File: config.mk
export PLATFORM = sky130hd
export DESIGN_NAME = mips_regfile_sb_flat
export DESIGN_NICKNAME = d
export VERILOG_FILES = /design/src/rtl/mips_regfile_sb_pkg.sv /design/src/rtl/mips_regfile_sb_if.sv /design/src/rtl/mips_regfile_sb_read_port.sv /design/src/rtl/mips_regfile_sb.sv /design/src/flat_wrapper.sv
export SDC_FILE = /design/constraint.sdc
export NUM_CORES = 2
export LEC_CHECK = 0
export BUFFER_PORTS_ARGS = -buffer_cell sky130_fd_sc_hd__buf_4
export CELL_PAD_IN_SITES_DETAIL_PLACEMENT = 0
export CELL_PAD_IN_SITES_GLOBAL_PLACEMENT = 1
export CORE_UTILIZATION = 56
export CTS_CLUSTER_SIZE = 24
export DETAILED_ROUTE_END_ITERATION = 12
export PLACE_DENSITY_LB_ADDON = 0.05
export SYNTH_ARGS = -nofsm -noshare
export SYNTH_HDL_FRONTEND = slang
export SYNTH_SLANG_ARGS = --single-unit
File: constraint.sdc
create_clock -name clk -period 10.25 [get_ports clk]
set_input_delay 1.025 -clock clk [delete_from_list [all_inputs] [get_ports clk]]
set_output_delay 1.025 -clock clk [all_outputs]
set_load 0.02 [all_outputs]
File: src/rtl/mips_regfile_sb_pkg.sv
// Shared types and helpers for the MIPS register file with scoreboard.
// Optional build macro: MIPS_RF_BYPASS_EN (same-cycle writeback forwarding on read ports).
package mips_rf_pkg;

    localparam int DEF_DATA_W = 32;
    localparam int DEF_ADDR_W = 5;
    localparam int DEF_TAG_W  = 4;
    // Tags are zero-extended to this width before classification.
    localparam int MAX_TAG_W  = 16;

    typedef enum logic [1:0] {
        WB_WRITE  = 2'd0,
        WB_RETIRE = 2'd1,
        WB_STALE  = 2'd2
    } wb_cls_e;

    // A writeback to a busy register only counts if it comes from the newest producer.
    function automatic wb_cls_e wb_classify(
        input logic                 busy,
        input logic [MAX_TAG_W-1:0] tag,
        input logic [MAX_TAG_W-1:0] wb_tag
    );
        wb_cls_e cls;
        if (!busy) begin
            cls = WB_WRITE;
        end else if (tag == wb_tag) begin
            cls = WB_RETIRE;
        end else begin
            cls = WB_STALE;
        end
        return cls;
    endfunction

endpackage

File: src/rtl/mips_regfile_sb_if.sv
// Issue/read/writeback bundle between the issue stage, the writeback bus and the register file.
// Optional build macro: MIPS_RF_BYPASS_EN (affects read-port behaviour only).
interface mips_regfile_sb_if #(
    parameter int DATA_W = 32,
    parameter int ADDR_W = 5,
    parameter int NRD    = 2,
    parameter int TAG_W  = 4
);
    logic [NRD*ADDR_W-1:0] rd_addr;
    logic [NRD*DATA_W-1:0] rd_data;
    logic [NRD-1:0]        rd_busy;
    logic [NRD*TAG_W-1:0]  rd_tag;
    logic                  iss_valid;
    logic [ADDR_W-1:0]     iss_addr;
    logic [TAG_W-1:0]      iss_tag;
    logic                  wb_valid;
    logic [ADDR_W-1:0]     wb_addr;
    logic [TAG_W-1:0]      wb_tag;
    logic [DATA_W-1:0]     wb_data;
    logic                  flush;
    logic [ADDR_W:0]       busy_cnt;
    logic [DATA_W-1:0]     dbg_data;

    modport master (
        output rd_addr, iss_valid, iss_addr, iss_tag,
        output wb_valid, wb_addr, wb_tag, wb_data, flush,
        input  rd_data, rd_busy, rd_tag, busy_cnt, dbg_data
    );

    modport slave (
        input  rd_addr, iss_valid, iss_addr, iss_tag,
        input  wb_valid, wb_addr, wb_tag, wb_data, flush,
        output rd_data, rd_busy, rd_tag, busy_cnt, dbg_data
    );
endinterface

File: src/rtl/mips_regfile_sb_read_port.sv
// One combinational read port: address mux, r0 forcing and optional writeback forwarding.
// Optional build macro: MIPS_RF_BYPASS_EN.
module mips_rf_read_port
    import mips_rf_pkg::*;
#(
    parameter int DATA_W = DEF_DATA_W,
    parameter int ADDR_W = DEF_ADDR_W,
    parameter int TAG_W  = DEF_TAG_W
) (
    input  logic [ADDR_W-1:0]                     addr,
    input  logic [2**ADDR_W-1:0][DATA_W-1:0]      data_arr,
    input  logic [2**ADDR_W-1:0]                  busy_arr,
    input  logic [2**ADDR_W-1:0][TAG_W-1:0]       tag_arr,
    input  logic                                  wb_write,
    input  logic                                  wb_retire,
    input  logic [ADDR_W-1:0]                     wb_addr,
    input  logic [DATA_W-1:0]                     wb_data,
    output logic [DATA_W-1:0]                     data,
    output logic                                  busy,
    output logic [TAG_W-1:0]                      tag
);

    logic [DATA_W-1:0] data_s;
    logic              busy_s;

    // Stored-state lookup with register 0 hard-wired to zero.
    always_comb begin
        data_s = {DATA_W{1'b0}};
        busy_s = 1'b0;
        tag    = {TAG_W{1'b0}};
        if (addr != {ADDR_W{1'b0}}) begin
            data_s = data_arr[addr];
            busy_s = busy_arr[addr];
            tag    = tag_arr[addr];
        end else begin
            data_s = {DATA_W{1'b0}};
            busy_s = 1'b0;
            tag    = {TAG_W{1'b0}};
        end
    end

`ifdef MIPS_RF_BYPASS_EN
    logic hit_s;

    // A qualifying writeback already implies a nonzero address, so r0 can never hit.
    always_comb begin
        hit_s = wb_write && (wb_addr == addr);
        if (hit_s) begin
            data = wb_data;
            busy = busy_s & ~wb_retire;
        end else begin
            data = data_s;
            busy = busy_s;
        end
    end
`else
    logic unused_s;

    // Without forwarding the port shows stored state only.
    always_comb begin
        data     = data_s;
        busy     = busy_s;
        unused_s = ^{wb_write, wb_retire, wb_addr, wb_data};
    end
`endif

endmodule

File: src/rtl/mips_regfile_sb.sv
// Architectural register file with per-register pending bit and producer tag (scoreboard).
// Optional build macro: MIPS_RF_BYPASS_EN (same-cycle writeback forwarding on read ports).
module mips_regfile_sb
    import mips_rf_pkg::*;
#(
    parameter int DATA_W  = DEF_DATA_W,
    parameter int ADDR_W  = DEF_ADDR_W,
    parameter int NRD     = 2,
    parameter int TAG_W   = DEF_TAG_W,
    parameter int DBG_IDX = 28
) (
    input  logic           clk,
    input  logic           reset,
    mips_regfile_sb_if.slave bus
);

    localparam int DEPTH = 2**ADDR_W;

    logic [DEPTH-1:0][DATA_W-1:0] data_r;
    logic [DEPTH-1:0]             busy_r;
    logic [DEPTH-1:0][TAG_W-1:0]  tag_r;
    logic [ADDR_W:0]              cnt_r;

    wb_cls_e wb_cls_s;
    logic    wb_ok_s;
    logic    wb_write_s;
    logic    wb_retire_s;
    logic    iss_ok_s;
    logic    cnt_inc_s;
    logic    cnt_dec_s;

    logic [NRD*DATA_W-1:0] rd_data_s;
    logic [NRD-1:0]        rd_busy_s;
    logic [NRD*TAG_W-1:0]  rd_tag_s;

    // Classify the writeback against pre-edge state and qualify the issue.
    always_comb begin
        wb_ok_s     = bus.wb_valid && (bus.wb_addr != {ADDR_W{1'b0}});
        wb_cls_s    = wb_classify(busy_r[bus.wb_addr],
                                  MAX_TAG_W'(tag_r[bus.wb_addr]),
                                  MAX_TAG_W'(bus.wb_tag));
        wb_write_s  = 1'b0;
        wb_retire_s = 1'b0;
        case (wb_cls_s)
            WB_WRITE: begin
                wb_write_s  = wb_ok_s;
                wb_retire_s = 1'b0;
            end
            WB_RETIRE: begin
                wb_write_s  = wb_ok_s;
                wb_retire_s = wb_ok_s;
            end
            default: begin
                wb_write_s  = 1'b0;
                wb_retire_s = 1'b0;
            end
        endcase
        iss_ok_s  = bus.iss_valid && (bus.iss_addr != {ADDR_W{1'b0}}) && !bus.flush;
        cnt_inc_s = iss_ok_s && !busy_r[bus.iss_addr];
        // A retire that is re-reserved in the same cycle leaves the bit set.
        cnt_dec_s = wb_retire_s && !(iss_ok_s && (bus.iss_addr == bus.wb_addr));
    end

    // Register data: writes happen even during flush.
    always_ff @(posedge clk) begin
        if (reset) begin
            data_r <= '0;
        end else if (wb_write_s) begin
            data_r[bus.wb_addr] <= bus.wb_data;
        end
    end

    // Scoreboard: issue is applied after retire so it wins on a shared address.
    always_ff @(posedge clk) begin
        if (reset) begin
            busy_r <= '0;
            tag_r  <= '0;
        end else if (bus.flush) begin
            busy_r <= '0;
        end else begin
            if (wb_retire_s) begin
                busy_r[bus.wb_addr] <= 1'b0;
            end
            if (iss_ok_s) begin
                busy_r[bus.iss_addr] <= 1'b1;
                tag_r[bus.iss_addr]  <= bus.iss_tag;
            end
        end
    end

    // Pending count tracked incrementally; cannot exceed DEPTH-1 since r0 never counts.
    always_ff @(posedge clk) begin
        if (reset) begin
            cnt_r <= {(ADDR_W+1){1'b0}};
        end else if (bus.flush) begin
            cnt_r <= {(ADDR_W+1){1'b0}};
        end else begin
            cnt_r <= cnt_r + (ADDR_W+1)'(cnt_inc_s) - (ADDR_W+1)'(cnt_dec_s);
        end
    end

    for (genvar i = 0; i < NRD; i++) begin : g_rd
        mips_rf_read_port #(
            .DATA_W (DATA_W),
            .ADDR_W (ADDR_W),
            .TAG_W  (TAG_W)
        ) u_rp (
            .addr      (bus.rd_addr[i*ADDR_W +: ADDR_W]),
            .data_arr  (data_r),
            .busy_arr  (busy_r),
            .tag_arr   (tag_r),
            .wb_write  (wb_write_s),
            .wb_retire (wb_retire_s),
            .wb_addr   (bus.wb_addr),
            .wb_data   (bus.wb_data),
            .data      (rd_data_s[i*DATA_W +: DATA_W]),
            .busy      (rd_busy_s[i]),
            .tag       (rd_tag_s[i*TAG_W +: TAG_W])
        );
    end

    assign bus.rd_data  = rd_data_s;
    assign bus.rd_busy  = rd_busy_s;
    assign bus.rd_tag   = rd_tag_s;
    assign bus.busy_cnt = cnt_r;
    assign bus.dbg_data = data_r[DBG_IDX];

endmodule

File: src/flat_wrapper.sv
// flat-port wrapper written by rule: the top's interface ports become plain ports
module mips_regfile_sb_flat import mips_rf_pkg::*;
#(
    parameter int DATA_W  = DEF_DATA_W,
    parameter int ADDR_W  = DEF_ADDR_W,
    parameter int NRD     = 2,
    parameter int TAG_W   = DEF_TAG_W,
    parameter int DBG_IDX = 28
)
  (clk, reset, bus_rd_addr, bus_iss_valid, bus_iss_addr, bus_iss_tag, bus_wb_valid, bus_wb_addr, bus_wb_tag, bus_wb_data, bus_flush, bus_rd_data, bus_rd_busy, bus_rd_tag, bus_busy_cnt, bus_dbg_data);
  mips_regfile_sb_if #(.DATA_W(DATA_W), .ADDR_W(ADDR_W), .NRD(NRD), .TAG_W(TAG_W)) bus_i ();
  input  logic clk;
  input  logic reset;
  input wire logic [$bits(bus_i.rd_addr)-1:0] bus_rd_addr;
  input wire logic [$bits(bus_i.iss_valid)-1:0] bus_iss_valid;
  input wire logic [$bits(bus_i.iss_addr)-1:0] bus_iss_addr;
  input wire logic [$bits(bus_i.iss_tag)-1:0] bus_iss_tag;
  input wire logic [$bits(bus_i.wb_valid)-1:0] bus_wb_valid;
  input wire logic [$bits(bus_i.wb_addr)-1:0] bus_wb_addr;
  input wire logic [$bits(bus_i.wb_tag)-1:0] bus_wb_tag;
  input wire logic [$bits(bus_i.wb_data)-1:0] bus_wb_data;
  input wire logic [$bits(bus_i.flush)-1:0] bus_flush;
  output wire logic [$bits(bus_i.rd_data)-1:0] bus_rd_data;
  output wire logic [$bits(bus_i.rd_busy)-1:0] bus_rd_busy;
  output wire logic [$bits(bus_i.rd_tag)-1:0] bus_rd_tag;
  output wire logic [$bits(bus_i.busy_cnt)-1:0] bus_busy_cnt;
  output wire logic [$bits(bus_i.dbg_data)-1:0] bus_dbg_data;
  assign bus_i.rd_addr = bus_rd_addr;
  assign bus_i.iss_valid = bus_iss_valid;
  assign bus_i.iss_addr = bus_iss_addr;
  assign bus_i.iss_tag = bus_iss_tag;
  assign bus_i.wb_valid = bus_wb_valid;
  assign bus_i.wb_addr = bus_wb_addr;
  assign bus_i.wb_tag = bus_wb_tag;
  assign bus_i.wb_data = bus_wb_data;
  assign bus_i.flush = bus_flush;
  assign bus_rd_data = bus_i.rd_data;
  assign bus_rd_busy = bus_i.rd_busy;
  assign bus_rd_tag = bus_i.rd_tag;
  assign bus_busy_cnt = bus_i.busy_cnt;
  assign bus_dbg_data = bus_i.dbg_data;
  mips_regfile_sb #(.DATA_W(DATA_W), .ADDR_W(ADDR_W), .NRD(NRD), .TAG_W(TAG_W), .DBG_IDX(DBG_IDX)) u_core (.clk(clk), .reset(reset), .bus(bus_i));
endmodule
==> results.md <==
- Status: complete, no violations
- Avg Cell Area, Syn: 12.0 um^2
- Clock sinks: 1,190
- HPWL Detailed: 119 mm
- Synth Area in Compound Gates: 1.93%
- Clock skew: 0.0375 ns
- Most frequent cells in the layout: dfxtp_1, mux2i_1, nand2b_1, mux4_2, buf_4
- PwrDens: 147 mW/mm^2
- Simple-Gate Fraction of Synth Area: 13.1%
- CTS H-tree lvls: 4
- Drt total wl: 208 mm
- Post-layout util: 61.5%
- Async set-reset flop share out of synthesis: 0%
- R2r worst-path depth: 18
- Crit path required time: 9.23 ns
- Worst-margin pin slew: 1.31 ns
- Routed Antenna Nets: 0
- CP top delay family: buffers and inverters
- Row count: 125
- Layout cells sized above 1: 24.1%
- HP Class: reg -> reg
- Synth Instances: 5,509
- CP most frequent cell: buf_4
- Synthesis-stage register bit count: 1,190
- Hold_ws: 0.475 ns
- Top FF cell, synth: dfxtp_1
- PostCTS Resize Cnt: 0
- Most common cell after layout, fill and taps aside: dfxtp_1
- Leak: 30.9 nW
- Initial Util: 56.7%
- Synth warn: 0
- WHS Path Cells: 2
- Critical Path End Type: output pin
- Tmin final: 5.78 ns
- Post-Syn Nets: 5,581
- Period utilization: 56.4%
- GP Congestion: 0.926
- HP Start: u_core.busy_r[0]
- DRC violations left: 0
- CP max FO: 63
- FMAX: 0.173 GHz
- Largest family of logic cells by synthesized area: multiplexers
- Count of final setup violators: 0
- Area of the die: 0.119 mm^2
- Cts bufs inserted: 138
- Worst Setup Start Kind: primary input
- Vias per inst: 6.58
- Cell Chain, Critical Path: buf_8 > buf_4 > buf_4 > mux4_2 > mux4_2 > mux2i_1 > nor2_1 > buf_4
- Worst slew margin: 13.0%
- Post-Synth XOR/XNOR Area: 0.159%
- Distinct cell type count of the synthesized netlist: 47
- Core Area: 0.117 mm^2
- IO Count: 177
- Total power: 10.5 mW
- Adder-Cell Fraction of Synth Area: 0.144%
- Routed WL per cell: 30.2 um
- Maximum vdd drop: 0.160 mV
- Clock Pin Slew Worst Setup and Hold Paths: 0.06 ns
- Total global routing overflow: 0
- Finished Cell Area: 0.0717 mm^2
- CTS tree: built
- Synth-to-Final Area Change: 8.50%
- Worst R2R Start: u_core.tag_r[108]
- Final Hold Viols: 0
- Drt first pass iters: 6
- 1st-iter DRT viols: 4,249
- Postcts setup bufs: 0
- Sequential fraction of the synthesis area: 36.1%
- Crit path DAT: 4.76 ns
- EDFF count, synth: 0
- Vias post-DR: 45,500
- Placed inst area: 0.0671 mm^2
- CTS Buffer Depth: 3
- Filler cells: 9,181
- Die Span Y: 345 um
- Combined global-route utilization of all metal layers: 34.9%
- Max_cap viols: 0
- Worst flop-to-flop path endpoint: u_core.bus.busy_cnt[4]
- Slew Limit Fails: 0
- WP buf/inv: 4
- Nets: 5,355
- First-pass GRT wire length: 310 mm
- Mapped cell area: 0.0660 mm^2
- Clock Latency Late Sink: 0.76 ns
- # diodes: 0
- Setup TNS: 0 ns
- CP peak stage delay: 0.61 ns
- Setup repair after global routing missed its margin: no
- Reg2reg setup slack: 6.35 ns
- Pin count of the biggest net entering global routing: 170
- DIE WIDTH: 345 um
- CTS root buffer: clkbuf_16
- Number of global-route vias before repair: 46,100
- Setup CP Type: in -> out
- Port-buffer cells: 176
- Hold Path Sink: u_core.busy_r[0]
- Mux cell area share after synthesis: 43.4%
- CP max stage cell: buf_4
- Hold_buf cts: 0
- Initial antenna violation count: 4
-- per-layer routing --
layer	part of all wire [%]	up-vias	global-route usage, %
met4	3.6	6	12.5
li1	-	19700	-
met2	45	1853	53.3
met5	0.049	-	0.520
met3	8.1	413	7.89
met1	43	23500	48.6
-- stage by stage --
step	cells	setup WS, ns
CTS	6910	4.43
floorplan	5509	5.58
global placement	6667	4.46
detailed placement	6667	4.44
finish	6910	4.47
global route	6910	4.13
-- synthesized netlist by cell type, types with 3 or more instances --
cell       count  area [um^2]
a21oi_1      127          636
or4_1          4         30.0
or4b_1         4         40.0
o22ai_1       36          225
a31oi_1        3         18.8
nor4_1         8         50.1
inv_1         25         93.8
o21ai_0       13         65.1
buf_1         67          251
mux4_2       756        17000
nand2b_1    1030         6440
nand3b_1       6         45.0
mux2i_1     1162        11600
nand4b_1       4         35.0
ha_1           6         75.1
dfxtp_1     1190        23800
nand4bb_1      5         56.3
clkbuf_1     406         1520
xor2_1         7         61.3
nor3_1        10         50.1
nor2b_1       39          244
buf_6         91         1020
buf_2         42          210
or3_1         32          200
xnor2_1        5         43.8
nand2_1      123          462
o41ai_1       31          272
and3_1         3         18.8
buf_4         41          308
nand3_1       84          420
nor2_1       129          484
-- power by group --
group | switching (mW) | total, mW | internal (mW) | leakage [nW]
logic | 0.488 | 0.789 | 0.301 | 19.0
clock network | 2.03 | 5.06 | 3.02 | 2.28
registers | 0.0217 | 4.67 | 4.65 | 9.59
-- worst reg2reg max path, delay by kind of cell, from the launching register on --
kind | cells | cell delay (ns)
flops | 1 | 0.40
xor+xnor | 1 | 0.13
mux | 1 | 0.19
fa+ha+maj | 3 | 0.84
buf+inv | 4 | 0.45
compound gates | 4 | 0.41
simple gates | 5 | 1.33
-- flip-flops by register name, indices dropped and copies added (netlist names) --
name	flops
u_core.data_r	992
u_core.busy_r	32
u_core.bus.dbg_data	32
u_core.bus.busy_cnt	6
u_core.tag_r	128
-- how the worst max path moves through the flow --
stage / from / end / depth (start not counted)
after floorplan: bus_rd_addr[5] / bus_rd_busy[1] / 8
after global placement: bus_rd_addr[0] / bus_rd_data[18] / 8
after detailed placement: bus_rd_addr[0] / bus_rd_data[18] / 8
after CTS: bus_rd_addr[0] / bus_rd_data[18] / 8
after global routing: bus_rd_addr[0] / bus_rd_data[18] / 8
final: bus_rd_addr[0] / bus_rd_data[18] / 8
-- kinds of logic (layout without fill, tap and decap cells) --
logic type / Yosys count / in the layout
compound gates: 217 / 217
xor+xnor: 12 / 12
fa+ha+maj: 7 / 7
buf+inv: 672 / 549
flops: 1190 / 1190
mux: 1918 / 1918
simple gates: 1493 / 1493
-- cell type report --
cell class / instances / area [um^2] / area share (%)
clock buffers: 196 / 4050 / 5.65
clock inverters: 47 / 553 / 0.772
inverters: 25 / 93.8 / 0.131
multi-input cells: 3647 / 39000 / 54.4
flip-flops and latches: 1190 / 23800 / 33.2
well taps: 1524 / 1910 / 2.66
repair buffers: 281 / 2220 / 3.10
No activity file was read; power rests on OpenSTA's default activity.
